`config.mk`:
```
export PLATFORM = sky130hd
export DESIGN_NAME = cond_unit_banked_flat
export DESIGN_NICKNAME = d
export VERILOG_FILES = /design/src/rtl/cond_unit_banked_if.sv /design/src/rtl/cond_unit_banked.sv /design/src/flat_wrapper.sv
export SDC_FILE = /design/constraint.sdc
export NUM_CORES = 1
export LEC_CHECK = 0
export ABC_CLOCK_PERIOD_IN_PS = 3500
export BUFFER_PORTS_ARGS = -buffer_cell sky130_fd_sc_hd__clkbuf_2
export CAP_MARGIN = 0
export CORE_MARGIN = 2
export CORE_UTILIZATION = 36
export DETAILED_ROUTE_END_ITERATION = 10
export SLEW_MARGIN = 20
export SYNTH_ARGS = -nofsm -noshare
export SYNTH_HDL_FRONTEND = slang
export SYNTH_SLANG_ARGS = --single-unit
```
`constraint.sdc`:
```
create_clock -name clk -period 3.5 [get_ports clk]
set_input_delay 0.875 -clock clk [delete_from_list [all_inputs] [get_ports clk]]
set_output_delay 0.875 -clock clk [all_outputs]
set_load 0.03 [all_outputs]
```
`src/rtl/cond_unit_banked_if.sv`:
```
// Decode-to-memory predication bus for cond_unit_banked.
// Statistics signals exist only when COND_STATS_EN is defined.
interface cond_unit_banked_if #(
  parameter int CTXW = 2
`ifdef COND_STATS_EN
  , parameter int CNTW = 16
`endif
);
  logic            valid_in;
  logic            stall;
  logic            flush;
  logic [CTXW-1:0] ctx_id;
  logic [3:0]      Cond;
  logic [3:0]      ALUFlags;
  logic [1:0]      FlagW;
  logic            PCS;
  logic            RegW;
  logic            MemW;
  logic            NoWrite;
  logic            CondEx;
  logic [3:0]      Flags;
  logic            PCSrc;
  logic            RegWrite;
  logic            MemWrite;
  logic            valid_out;
`ifdef COND_STATS_EN
  logic            stats_clr;
  logic [CNTW-1:0] exec_cnt;
  logic [CNTW-1:0] skip_cnt;

  modport master (
    output valid_in, stall, flush, ctx_id, Cond, ALUFlags, FlagW,
           PCS, RegW, MemW, NoWrite, stats_clr,
    input  CondEx, Flags, PCSrc, RegWrite, MemWrite, valid_out,
           exec_cnt, skip_cnt
  );
  modport slave (
    input  valid_in, stall, flush, ctx_id, Cond, ALUFlags, FlagW,
           PCS, RegW, MemW, NoWrite, stats_clr,
    output CondEx, Flags, PCSrc, RegWrite, MemWrite, valid_out,
           exec_cnt, skip_cnt
  );
`else
  modport master (
    output valid_in, stall, flush, ctx_id, Cond, ALUFlags, FlagW,
           PCS, RegW, MemW, NoWrite,
    input  CondEx, Flags, PCSrc, RegWrite, MemWrite, valid_out
  );
  modport slave (
    input  valid_in, stall, flush, ctx_id, Cond, ALUFlags, FlagW,
           PCS, RegW, MemW, NoWrite,
    output CondEx, Flags, PCSrc, RegWrite, MemWrite, valid_out
  );
`endif
endinterface

```
`src/rtl/cond_unit_banked.sv`:
```
// Banked ARM condition evaluator with stall/flush and branch-shadow kill.
// Define COND_STATS_EN to add saturating executed/skipped instruction counters.
module cond_unit_banked #(
  parameter int NCTX      = 4,
  parameter int CTXW      = (NCTX > 1) ? $clog2(NCTX) : 1,
  parameter int BR_SHADOW = 2
`ifdef COND_STATS_EN
  , parameter int CNTW    = 16
`endif
) (
  input logic                clk,
  input logic                reset,
  cond_unit_banked_if.slave  bus
);
  localparam int SHW = (BR_SHADOW > 0) ? $clog2(BR_SHADOW + 1) : 1;

  logic [CTXW-1:0] bank_sel;
  logic [3:0]      bank_rd [NCTX];
  logic [3:0]      flags_rd;
  logic            cond_ex;
  logic            kill;
  logic            accept;
  logic            take;

  logic           valid_q, valid_d;
  logic           pcsrc_q, pcsrc_d;
  logic           regwrite_q, regwrite_d;
  logic           memwrite_q, memwrite_d;
  logic [SHW-1:0] shadow_q, shadow_d;

  // A single bank ignores ctx_id entirely.
  assign bank_sel = (NCTX == 1) ? '0 : bus.ctx_id;

  always_comb begin
    flags_rd = '0;
    for (int i = 0; i < NCTX; i++) begin
      if (bank_sel == CTXW'(i)) flags_rd = bank_rd[i];
    end
  end

  always_comb begin
    logic n, z, c, v;
    {n, z, c, v} = flags_rd;
    cond_ex = 1'b0;
    case (bus.Cond)
      4'h0: cond_ex = z;
      4'h1: cond_ex = ~z;
      4'h2: cond_ex = c;
      4'h3: cond_ex = ~c;
      4'h4: cond_ex = n;
      4'h5: cond_ex = ~n;
      4'h6: cond_ex = v;
      4'h7: cond_ex = ~v;
      4'h8: cond_ex = c & ~z;
      4'h9: cond_ex = ~c | z;
      4'hA: cond_ex = (n == v);
      4'hB: cond_ex = (n != v);
      4'hC: cond_ex = ~z & (n == v);
      4'hD: cond_ex = z | (n != v);
      4'hE: cond_ex = 1'b1;
      default: cond_ex = 1'b0;
    endcase
  end

  assign kill   = (shadow_q != '0);
  assign accept = bus.valid_in & ~bus.stall & ~bus.flush & ~kill;
  assign take   = accept & cond_ex;

  // Flag banks: only the selected bank is written, and only by an executing instruction.
  for (genvar gi = 0; gi < NCTX; gi++) begin : g_bank
    logic [3:0] bank_q, bank_d;
    logic       hit;

    assign hit = take & (bank_sel == CTXW'(gi));

    always_comb begin
      bank_d = bank_q;
      if (hit && bus.FlagW[1]) bank_d[3:2] = bus.ALUFlags[3:2];
      if (hit && bus.FlagW[0]) bank_d[1:0] = bus.ALUFlags[1:0];
    end

    always_ff @(posedge clk or negedge reset) begin
      if (!reset) bank_q <= 4'b0000;
      else        bank_q <= bank_d;
    end

    assign bank_rd[gi] = bank_q;
  end

  always_comb begin
    valid_d    = valid_q;
    pcsrc_d    = pcsrc_q;
    regwrite_d = regwrite_q;
    memwrite_d = memwrite_q;
    shadow_d   = shadow_q;
    if (bus.flush) begin
      valid_d    = 1'b0;
      pcsrc_d    = 1'b0;
      regwrite_d = 1'b0;
      memwrite_d = 1'b0;
      shadow_d   = '0;
    end else if (!bus.stall) begin
      valid_d    = accept;
      pcsrc_d    = take & bus.PCS;
      regwrite_d = take & bus.RegW & ~bus.NoWrite;
      memwrite_d = take & bus.MemW;
      // Shadow is consumed by instruction slots, not by idle cycles.
      if (take && bus.PCS)             shadow_d = SHW'(BR_SHADOW);
      else if (bus.valid_in && kill)   shadow_d = shadow_q - SHW'(1);
    end
  end

  always_ff @(posedge clk or negedge reset) begin
    if (!reset) begin
      valid_q    <= 1'b0;
      pcsrc_q    <= 1'b0;
      regwrite_q <= 1'b0;
      memwrite_q <= 1'b0;
      shadow_q   <= '0;
    end else begin
      valid_q    <= valid_d;
      pcsrc_q    <= pcsrc_d;
      regwrite_q <= regwrite_d;
      memwrite_q <= memwrite_d;
      shadow_q   <= shadow_d;
    end
  end

  assign bus.CondEx    = cond_ex;
  assign bus.Flags     = flags_rd;
  assign bus.PCSrc     = pcsrc_q;
  assign bus.RegWrite  = regwrite_q;
  assign bus.MemWrite  = memwrite_q;
  assign bus.valid_out = valid_q;

`ifdef COND_STATS_EN
  logic [CNTW-1:0] exec_cnt_q, exec_cnt_d;
  logic [CNTW-1:0] skip_cnt_q, skip_cnt_d;

  always_comb begin
    exec_cnt_d = exec_cnt_q;
    skip_cnt_d = skip_cnt_q;
    if (bus.stats_clr) begin
      exec_cnt_d = '0;
      skip_cnt_d = '0;
    end else begin
      if (take && exec_cnt_q != '1)                 exec_cnt_d = exec_cnt_q + CNTW'(1);
      if (accept && !cond_ex && skip_cnt_q != '1)   skip_cnt_d = skip_cnt_q + CNTW'(1);
    end
  end

  always_ff @(posedge clk or negedge reset) begin
    if (!reset) begin
      exec_cnt_q <= '0;
      skip_cnt_q <= '0;
    end else begin
      exec_cnt_q <= exec_cnt_d;
      skip_cnt_q <= skip_cnt_d;
    end
  end

  assign bus.exec_cnt = exec_cnt_q;
  assign bus.skip_cnt = skip_cnt_q;
`endif
endmodule

```
`src/flat_wrapper.sv`:
```
// flat-port wrapper written by rule: the top's interface ports become plain ports
module cond_unit_banked_flat 
#(
  parameter int NCTX      = 4,
  parameter int CTXW      = (NCTX > 1) ? $clog2(NCTX) : 1,
  parameter int BR_SHADOW = 2

)
  (clk, reset, bus_valid_in, bus_stall, bus_flush, bus_ctx_id, bus_Cond, bus_ALUFlags, bus_FlagW, bus_PCS, bus_RegW, bus_MemW, bus_NoWrite, bus_CondEx, bus_Flags, bus_PCSrc, bus_RegWrite, bus_MemWrite, bus_valid_out);
  cond_unit_banked_if #(.CTXW(CTXW)) bus_i ();
  input logic clk;
  input logic reset;
  input wire logic [$bits(bus_i.valid_in)-1:0] bus_valid_in;
  input wire logic [$bits(bus_i.stall)-1:0] bus_stall;
  input wire logic [$bits(bus_i.flush)-1:0] bus_flush;
  input wire logic [$bits(bus_i.ctx_id)-1:0] bus_ctx_id;
  input wire logic [$bits(bus_i.Cond)-1:0] bus_Cond;
  input wire logic [$bits(bus_i.ALUFlags)-1:0] bus_ALUFlags;
  input wire logic [$bits(bus_i.FlagW)-1:0] bus_FlagW;
  input wire logic [$bits(bus_i.PCS)-1:0] bus_PCS;
  input wire logic [$bits(bus_i.RegW)-1:0] bus_RegW;
  input wire logic [$bits(bus_i.MemW)-1:0] bus_MemW;
  input wire logic [$bits(bus_i.NoWrite)-1:0] bus_NoWrite;
  output wire logic [$bits(bus_i.CondEx)-1:0] bus_CondEx;
  output wire logic [$bits(bus_i.Flags)-1:0] bus_Flags;
  output wire logic [$bits(bus_i.PCSrc)-1:0] bus_PCSrc;
  output wire logic [$bits(bus_i.RegWrite)-1:0] bus_RegWrite;
  output wire logic [$bits(bus_i.MemWrite)-1:0] bus_MemWrite;
  output wire logic [$bits(bus_i.valid_out)-1:0] bus_valid_out;
  assign bus_i.valid_in = bus_valid_in;
  assign bus_i.stall = bus_stall;
  assign bus_i.flush = bus_flush;
  assign bus_i.ctx_id = bus_ctx_id;
  assign bus_i.Cond = bus_Cond;
  assign bus_i.ALUFlags = bus_ALUFlags;
  assign bus_i.FlagW = bus_FlagW;
  assign bus_i.PCS = bus_PCS;
  assign bus_i.RegW = bus_RegW;
  assign bus_i.MemW = bus_MemW;
  assign bus_i.NoWrite = bus_NoWrite;
  assign bus_CondEx = bus_i.CondEx;
  assign bus_Flags = bus_i.Flags;
  assign bus_PCSrc = bus_i.PCSrc;
  assign bus_RegWrite = bus_i.RegWrite;
  assign bus_MemWrite = bus_i.MemWrite;
  assign bus_valid_out = bus_i.valid_out;
  cond_unit_banked #(.NCTX(NCTX), .CTXW(CTXW), .BR_SHADOW(BR_SHADOW)) u_core (.clk(clk), .reset(reset), .bus(bus_i));
endmodule
```
==> results.md, run 1 <==
Outcome:
- The run finished, with violations left.
- The checks that failed: setup timing.

Final layout:
- The final net count is 192.
- After filler insertion, the fill cell instance count of the layout stands at 347.
- The sequential cell area in the final layout is 550.5 sq um.
- The area growth from synthesis to final layout is 32.57%.
- The count of inserted antenna diode cells is 0.
- After the flow finishes, the layout carries non-filler instances totaling 216.
- In the final layout, the multi-input gates occupy 792.0 sq um.
- The share of final-layout standard cells stronger than drive strength 1 is 50.00%.

Logic synthesis:
- In the post-synthesis netlist, the cell with the most instances is sky130_fd_sc_hd__dfrtp_1.
- Counting flops with a built-in enable in the synthesized netlist gives 0.
- The netlist uses 37 different library cells.
- The fraction of synthesis flops using an asynchronous set or reset pin is 100.0%.
- The number of nets in the synthesized netlist is 142.
- By area the synthesized netlist is led by sky130_fd_sc_hd__dfrtp_1, sky130_fd_sc_hd__mux2_2, sky130_fd_sc_hd__mux4_2, sky130_fd_sc_hd__mux2i_1, sky130_fd_sc_hd__mux2_4.
- Sequential cells were found to cover 40.48% of the synthesized design area.
- Summed over all instances, the cell type with the most area after synthesis is sky130_fd_sc_hd__dfrtp_1.
- The cell area after synthesis is 0.001360 sq mm.
- For this run, the number of Yosys warnings is 0.
- In this run the mean area of a mapped cell was 11.33 sq um.
- The commonest cells after synthesis are sky130_fd_sc_hd__dfrtp_1, sky130_fd_sc_hd__mux2_2, sky130_fd_sc_hd__nand2_1.
- Synthesis produced a netlist whose cell count is 120.
- The synthesized design devotes to its leading area cell type 40.48% of total area.
- Among all flip-flop cells after synthesis, the most frequent one is sky130_fd_sc_hd__dfrtp_1.
- Synthesis inferred 22 register bits.

Routing:
- The detail-routed via count per cell is 5.074.
- The detailed router placed 1,096 vias in this run.
- The residual DRC count is 0.
- Once detail routing completed, the nets flagged for antenna violations numbered 0.
- After detailed routing, the met3 layer carries 77 um of wire.
- After detailed routing, the wire length on met1 is 1364 um.
- Before antenna repair, the detailed router went through 4 iterations.
- The per-cell routed wire length is 13.52 um.
- The final routed wirelength across all metal layers is 2921 um.
- The DRC marker count from the first detailed-route iteration is 56.
- The amount of wire on met2 after detailed routing is 1449 um.
- The uppermost layer routed is met4.

Placement:
- The final RePlAce weighted congestion is 0.8328.
- Port buffering added 29 buffers.
- The number of placed instances, taps included, is 209.
- The final HPWL from detailed placement is 2342 um.

Clock network:
- Clock-pin slew was measured on the worst setup and hold paths at 70 ps.
- The CTS tree is built.
- The number of clock buffers inserted by TritonCTS is 3.
- The clock network latency to the later pin of the worst-skew pair is 250 ps.
- The number of sinks on the clock net is 22.
- The clock tree buffer depth is 2.
- CTS placed an instance of sky130_fd_sc_hd__clkbuf_8 at the clock tree root.
- The number of H-tree branching levels is 1.

Timing:
- Based on the critical path, the design can be clocked at up to 283.2 MHz.
- Setup repair after global routing could not meet its margin everywhere.
- The slew at the pin closest to its max-slew limit is 536.4 ps.
- The worst relative slew slack is 64.24%.
- The number of pins exceeding their max-slew limit in the final report is 0.
- After layout, the worst path uses 100.9% of the clock period.
- The final count of hold timing violations is 0.
- In the post-route analysis, the smallest setup slack over all paths is -30.95 ps.
- Adding up every negative setup slack in the final design gives -30.95 ps.
- The clock skew after layout is 1.355 ps.
- The number of failing setup endpoints in the final timing report is 1.
- The minimum clock period after layout is 3531 ps.

Worst hold path:
- The start point of the worst min-delay path is u_core.bus.PCSrc$_DFFE_PN0P_.
- The path class of the lowest-slack min-delay path is reg2reg.

Worst setup path:
- The worst register-to-register path begins at u_core.g_bank[2].bank_q[3]$_DFFE_PN0P_.
- The number of buffers and inverters on the critical path is 2.
- Data arrives at the worst endpoint at 2660 ps.
- Walking the worst path, the cells encountered are clkbuf_16 -> mux4_2 -> xnor2_4 -> mux2i_1 -> o32ai_2 -> or3_4 -> buf_8.
- The family with the most delay on the worst path is multiplexers.
- The required time of the critical path is 2620 ps.
- The slowest stage of the critical path is the sky130_fd_sc_hd__mux4_2 cell.
- Tracing the worst setup path back leads to its startpoint at bus_ctx_id[0].
- The category of the worst setup path capture point is an output port.
- Of all nets on the critical path, the largest fanout is 5.
- The critical path in this run is classified as in2out.
- The largest single stage delay on the critical path is 560 ps.
- The kind of start point of the critical path is an input port.

Global route:
- The first global-routing pass estimated 5099 um of wire.
- The largest net degree at the start of global routing is 23.
- The number of antenna violations at the first check in global routing is 0.
- The number of global-route vias before repair is 1,126.
- The global-route total usage across every layer is 15.35%.
- The overflow left after global routing is 0.

Floorplan:
- The vertical extent of the die is 65.47 um.
- The die covers 0.004286 sq mm.
- The initial utilization of the core area, before any placement, comes to 37.43%.
- The core region is 0.003633 sq mm.
- Measured along the x axis, the die boundary spans 65.47 um.
- The top-level I/O count is 30.
- In this run the core area contains 22 standard-cell rows.

Power:
- VDD sags by at most 0.2306 mV.
- The power density over the cells is 392.6 mW/mm^2.
- The standby leakage power is 0.8760 nW.

Run:
- The tool flagged a number of max-cap violations equal to 0.
[worst register-to-register path, cell delays in order (launching register included)]
cell	delay (ps)
sky130_fd_sc_hd__dfrtp_1	380
sky130_fd_sc_hd__mux4_2	540
sky130_fd_sc_hd__xnor2_4	220
sky130_fd_sc_hd__mux2_4	330
sky130_fd_sc_hd__o311ai_4	230
sky130_fd_sc_hd__buf_4	150
sky130_fd_sc_hd__buf_4	90
sky130_fd_sc_hd__o31ai_2	90
sky130_fd_sc_hd__or4b_4	580
sky130_fd_sc_hd__mux2_4	320
[registers in the layout, indices dropped and copies added, names as in the netlist]
signal                cells
u_core.g_bank.bank_q     16
u_core.bus.valid_out      1
u_core.bus.MemWrite       1
u_core.shadow_q           2
u_core.bus.PCSrc          1
u_core.bus.RegWrite       1
[placed cells by master (no fill, tap or decap), types with 2 or more instances in the layout]
cell,count
sky130_fd_sc_hd__nand2_1,8
sky130_fd_sc_hd__mux2i_1,5
sky130_fd_sc_hd__o21ai_0,3
sky130_fd_sc_hd__inv_1,7
sky130_fd_sc_hd__nor2b_1,2
sky130_fd_sc_hd__dfrtp_1,22
sky130_fd_sc_hd__clkbuf_8,3
sky130_fd_sc_hd__mux2_4,3
sky130_fd_sc_hd__nor2_1,7
sky130_fd_sc_hd__nor4b_1,2
sky130_fd_sc_hd__nand4_1,2
sky130_fd_sc_hd__a21oi_1,2
sky130_fd_sc_hd__nand3_1,3
sky130_fd_sc_hd__xor2_1,2
sky130_fd_sc_hd__nand2b_1,2
sky130_fd_sc_hd__mux4_2,4
sky130_fd_sc_hd__buf_4,21
sky130_fd_sc_hd__nor3_1,3
sky130_fd_sc_hd__or3_1,3
sky130_fd_sc_hd__clkbuf_2,27
sky130_fd_sc_hd__mux2_2,16
[stage by stage]
step           power [mW]  cell area, sq um  hold slack [ps]  utilization [%]  setup slack [ps]
2_1_floorplan      0.4625              1384            473.8                -            -102.1
3_3_place_gp       0.5342              1677            467.8            46.14            -167.3
3_5_place_dp       0.5409              1677            474.2            46.14            -225.0
4_1_cts            0.7052              1768            491.1            48.66            -103.3
5_1_grt            0.7549              1803            526.3            49.62            -75.76
6_report           0.7078              1803            490.3            49.62            -30.95
[logic make-up after synthesis]
family / share of synthesized area [%]
DFF: 40.48
muxes: 26.86
AOI/OAI and AO/OA: 8.924
buffers and inverters: 4.600
and+or+nand+nor: 15.73
xor gates and xnor gates: 2.484
adders and majority gates: 0.9198
[metal layers]
layer | track usage [%] | up-vias
li1 | - | 543
met1 | 20.86 | 534
met2 | 24.74 | 17
met3 | 1.712 | 2
met4 | 6.771 | 0
met5 | 0 | -
[cell type report]
type / instances / share of cell area [%]
repair buffers: 50 / 18.46
inverters: 7 / 1.457
clock buffers: 3 / 2.290
well taps: 48 / 3.331
flip-flops and latches: 22 / 30.53
multi-input cells: 86 / 43.93
[what timing repair did]
item	CTS	global route
pin swaps	3	4
resized for setup	6	3
endpoints found under the setup margin	1	1
setup buffers	2	2
hold buffers	0	0
[where the power goes]
| group | switching (mW) | leakage, nW | total, mW | internal [mW] |
|---|---|---|---|---|
| Clock | 0.0733 | 0.0216 | 0.150 | 0.0766 |
| Combinational | 0.117 | 0.559 | 0.249 | 0.132 |
| Sequential | 0.0205 | 0.296 | 0.309 | 0.289 |
| Total | 0.211 | 0.876 | 0.708 | 0.497 |
[path summary, 6_finish.rpt]
path                            cells after the start                                      to  slack, ps
worst min register to register                      2            u_core.bus.PCSrc$_DFFE_PN0P_        490
max in group asynchronous                           1         u_core.bus.MemWrite$_DFFE_PN0P_       2560
worst min-delay path                                2            u_core.bus.PCSrc$_DFFE_PN0P_        490
worst max-delay path                                7                              bus_CondEx        -30
min in group asynchronous                           1  u_core.g_bank[3].bank_q[1]$_DFFE_PN0P_        590
worst max register to register                      9  u_core.g_bank[2].bank_q[0]$_DFFE_PN0P_        450
Note: power is estimated with default switching activity, not from simulation.
==> inputs of run 2 (changes only) <==
==> constraint.sdc (replaced) <==
create_clock -name clk -period 3.5 [get_ports clk]
set_input_delay 0.875 -clock clk [delete_from_list [all_inputs] [get_ports clk]]
set_output_delay 0.875 -clock clk [all_outputs]
set_load 0.005 [all_outputs]
==> run 2 against run 1 <==
- the run still ends with setup timing left
- fmax down 0.23%
- cell area down 2.9%
- sequential share of layout area up 0.92 points
- clock power up 59%
- routed wire length up 6.5%
- sequential cell count unchanged
==> results.md, run 2 (synthesized netlist as in run 1, its figures left out) <==
Timing:
- The slack of the critical path is -39.25 ps (-8.305 ps).
- The number of pins exceeding their max-slew limit in the final report was 0 (unchanged).
- The slew at the pin closest to its max-slew limit was 537.8 ps (+1.426 ps).
- The minimum clock period after layout came to 3539 ps (+8.305 ps).
- Setup repair after global routing could not meet its margin everywhere.
- The final count of hold timing violations is 0 (unchanged).
- The clock skew after layout is 3.633 ps (+2.278 ps).
- The worst relative slew slack is 64.15% (-0.095 points).
- The maximum achievable frequency is 282.5 MHz (-0.23%).
- The number of failing setup endpoints in the final timing report was 1 (unchanged).
- The part of the cycle the worst path needs is 101.1% (+0.24 points).

Global route:
- The overflow left after global routing came to 0 (unchanged).
- The number of global-route vias before repair is 1,086 (-3.6%).
- The largest net degree at the start of global routing is 23 (unchanged).
- The global-route total usage across every layer is 15.87% (+0.53 points).
- The wire length of the first global-routing pass came to 5195 um (+1.9%).
- The number of antenna violations at the first check in global routing is 0 (unchanged).

Routing:
- The number of nets with antenna violations after routing was 0 (unchanged).
- The detail-routed via count per cell is 5.212 (+2.7%).
- The total number of vias is 1,084 (-1.1%).
- The final routed wirelength across all metal layers is 3111 um (+6.5%).
- The number of iterations in the first detailed-routing pass is 4 (unchanged).
- The residual DRC count is 0 (unchanged).
- The per-cell routed wire length is 14.96 um (+11%).
- The DRC marker count from the first detailed-route iteration came to 42 (-25%).

Worst setup path:
- The slowest stage of the critical path belongs to the cell sky130_fd_sc_hd__mux4_2.
- The kind of start point of the critical path is an input port.
- The highest net fanout along the worst path is 4 (-1).
- Walking the worst path, the cells encountered are clkbuf_16 -> mux4_2 -> xnor2_2 -> mux2i_1 -> o32ai_2 -> or3_4 -> buf_6.
- The data arrival time at the worst-slack endpoint is 2660 ps (about the same).
- The number of buffers and inverters on the critical path is 2 (unchanged).
- On the critical path the largest part of the delay comes from multiplexers.
- By startpoint and endpoint, the worst setup path is classified as in2out.
- The required time of the critical path is 2620 ps (about the same).
- The maximum cell stage delay along the critical path came to 530 ps (-30 ps).
- The worst setup path is captured at an output port.
- The slack of the worst reg-to-reg path came to 490 ps (+40 ps).

Floorplan:
- The area of the core region is 0.003633 sq mm (unchanged).
- The top-level I/O count is 30 (unchanged).
- The total number of placement rows is 22 (unchanged).
- The initial core utilization is 37.43% (unchanged).
- The area of the die is 0.004286 sq mm (unchanged).
- The width of the die is 65.47 um (unchanged).
- The vertical extent of the die is 65.47 um (unchanged).

Clock network:
- The number of sinks on the clock net is 22 (unchanged).
- CTS placed an instance of sky130_fd_sc_hd__clkbuf_8 at the clock tree root.
- The clock tree buffer depth is 2 (unchanged).
- The clock edge transition at the registers on the reported setup and hold paths came to 80 ps (about the same).
- The number of clock buffers inserted by TritonCTS is 3 (unchanged).
- TritonCTS built the clock tree.
- The clock network latency to the later pin of the worst-skew pair is 260 ps (about the same).
- The count of hold buffers inserted by post-cts repair is 0 (unchanged).
- The number of H-tree branching levels came to 1 (unchanged).

Power:
- The design internal power is 554.3 uW (+12%).
- The standby leakage power came to 0.8420 nW (-3.9%).
- The power spent charging and discharging nets is 197.0 uW (-6.7%).
- The worst vdd rail ir drop is 0.2065 mV (-10%).
- The relative contribution of sequential cells to total power is 41.4% (-2.3 points).
- The power density over the cells came to 429.2 mW/mm^2 (+9.3%).
- The switching power as a share of total power came to 26.22% (-3.6 points).
- The relative contribution of combinational cells to total power is 26.9% (-8.3 points).
- The proportion of power drawn by the clock network is 31.8% (+11 points).

Placement:
- The number of input and output port buffers inserted was 29 (unchanged).
- The final RePlAce weighted congestion was 0.8460 (+1.6%).
- The final HPWL from detailed placement is 2412 um (+3.0%).
- The number of instances in the placed design came to 202 (-3.3%).

Outcome:
- The flow ran to the end, but the final reports show violations.
- The checks that failed: setup timing.

Run:
- The number of max-capacitance violations reported is 0 (unchanged).

Final layout:
- The largest registers in the layout are u_core.g_bank.bank_q: 16 flops, u_core.shadow_q: 2 flops.
- The share of final-layout standard cells stronger than drive strength 1 was 47.50% (-2.5 points).
- The flip-flop count of the largest register, all copies and words added is 16 (unchanged).
- The area growth from synthesis to final layout is 28.70%.
- In the layout the commonest cells are sky130_fd_sc_hd__clkbuf_2, sky130_fd_sc_hd__dfrtp_1, sky130_fd_sc_hd__mux2_2, sky130_fd_sc_hd__buf_4, sky130_fd_sc_hd__nand2_1.
- The number of standard cells in the final layout excluding fillers is 208 (-3.7%).
- The number of inserted filler cells in the final layout is 351 (+1.2%).
- The final net count is 183 (-4.7%).
- The multi-input gate area in the final layout is 780.7 sq um (-1.4%).
- The end-of-flow core utilization is 48.17% (-1.4 points).
- The sequential cell area in the final layout was 550.5 sq um (unchanged).
- The count of inserted antenna diode cells came to 0 (unchanged).
- The library cell used most frequently in the layout, excluding fill and tap cells, is sky130_fd_sc_hd__clkbuf_2.
- The register with the most flip-flops is u_core.g_bank.bank_q.

Worst hold path:
- The path class of the lowest-slack min-delay path is reg2reg.
[run 2: cell types whose count changed in the layout (fill, tap and decap cells not counted), sizes merged]
cell,delta
buf,-9
bufinv,+1
[run 2: metrics by stage]
stage / area (sq um) / worst slack [ps] / hold WS (ps) / TNS [ps] / power [mW]
detailed placement: 1619 / -120.2 / 482.7 / -764.3 / 0.5048
finish: 1750 / -39.25 / 499.0 / -39.25 / 0.7514
CTS: 1729 / -48.24 / 501.0 / -48.24 / 0.7498
global route: 1750 / -89.37 / 519.4 / -89.37 / 0.7897
floorplan: 1379 / 8.184 / 473.3 / 0 / 0.4349
global placement: 1619 / -61.88 / 468.8 / -294.4 / 0.4967
[run 2: metal layers]
layer	vias up	GRT usage [%]	wire (um)
li1	524	-	-
met1	533	21.10	1423
met2	22	26.53	1537
met3	5	1.712	98
met4	0	6.250	51
met5	-	0	0
[run 2: tightest hold or removal path: stages (launching register included)]
cell	delay, ps
sky130_fd_sc_hd__dfrtp_1	360
sky130_fd_sc_hd__nand2_1	50
sky130_fd_sc_hd__o21ai_0	60
[run 2: power groups by stage]
stage | combinational, mW | clock (mW) | sequential, mW
global placement | 0.183 | 0 | 0.313
floorplan | 0.128 | 0 | 0.307
detailed placement | 0.189 | 0 | 0.316
CTS | 0.197 | 0.243 | 0.311
finish | 0.202 | 0.239 | 0.311
global route | 0.220 | 0.254 | 0.315
[run 2: worst paths after layout]
kind	startpoint	cells past startpoint	to
worst min-delay path	u_core.bus.RegWrite$_DFFE_PN0P_	2	u_core.bus.RegWrite$_DFFE_PN0P_
max in group asynchronous	reset	1	u_core.bus.MemWrite$_DFFE_PN0P_
worst min register to register	u_core.bus.RegWrite$_DFFE_PN0P_	2	u_core.bus.RegWrite$_DFFE_PN0P_
min in group asynchronous	reset	1	u_core.g_bank[1].bank_q[0]$_DFFE_PN0P_
worst max register to register	u_core.g_bank[3].bank_q[3]$_DFFE_PN0P_	8	u_core.g_bank[2].bank_q[0]$_DFFE_PN0P_
worst max-delay path	bus_ctx_id[0]	7	bus_CondEx
[run 2: what timing repair did]
item / 4_1_cts / 5_1_grt
setup buffers: 1 / 1
setup endpoints to repair: 1 / 1
pin swaps: 3 / 4
gates resized for setup: 5 / 2
[run 2: final cells by class]
type | instances | area share [%]
Clock buffer | 3 | 2.359
Inverter | 7 | 1.501
Sequential cell | 22 | 31.45
Multi-Input combinational cell | 86 | 44.60
Timing Repair Buffer | 41 | 14.94
Clock inverter | 1 | 1.716
Tap cell | 48 | 3.431
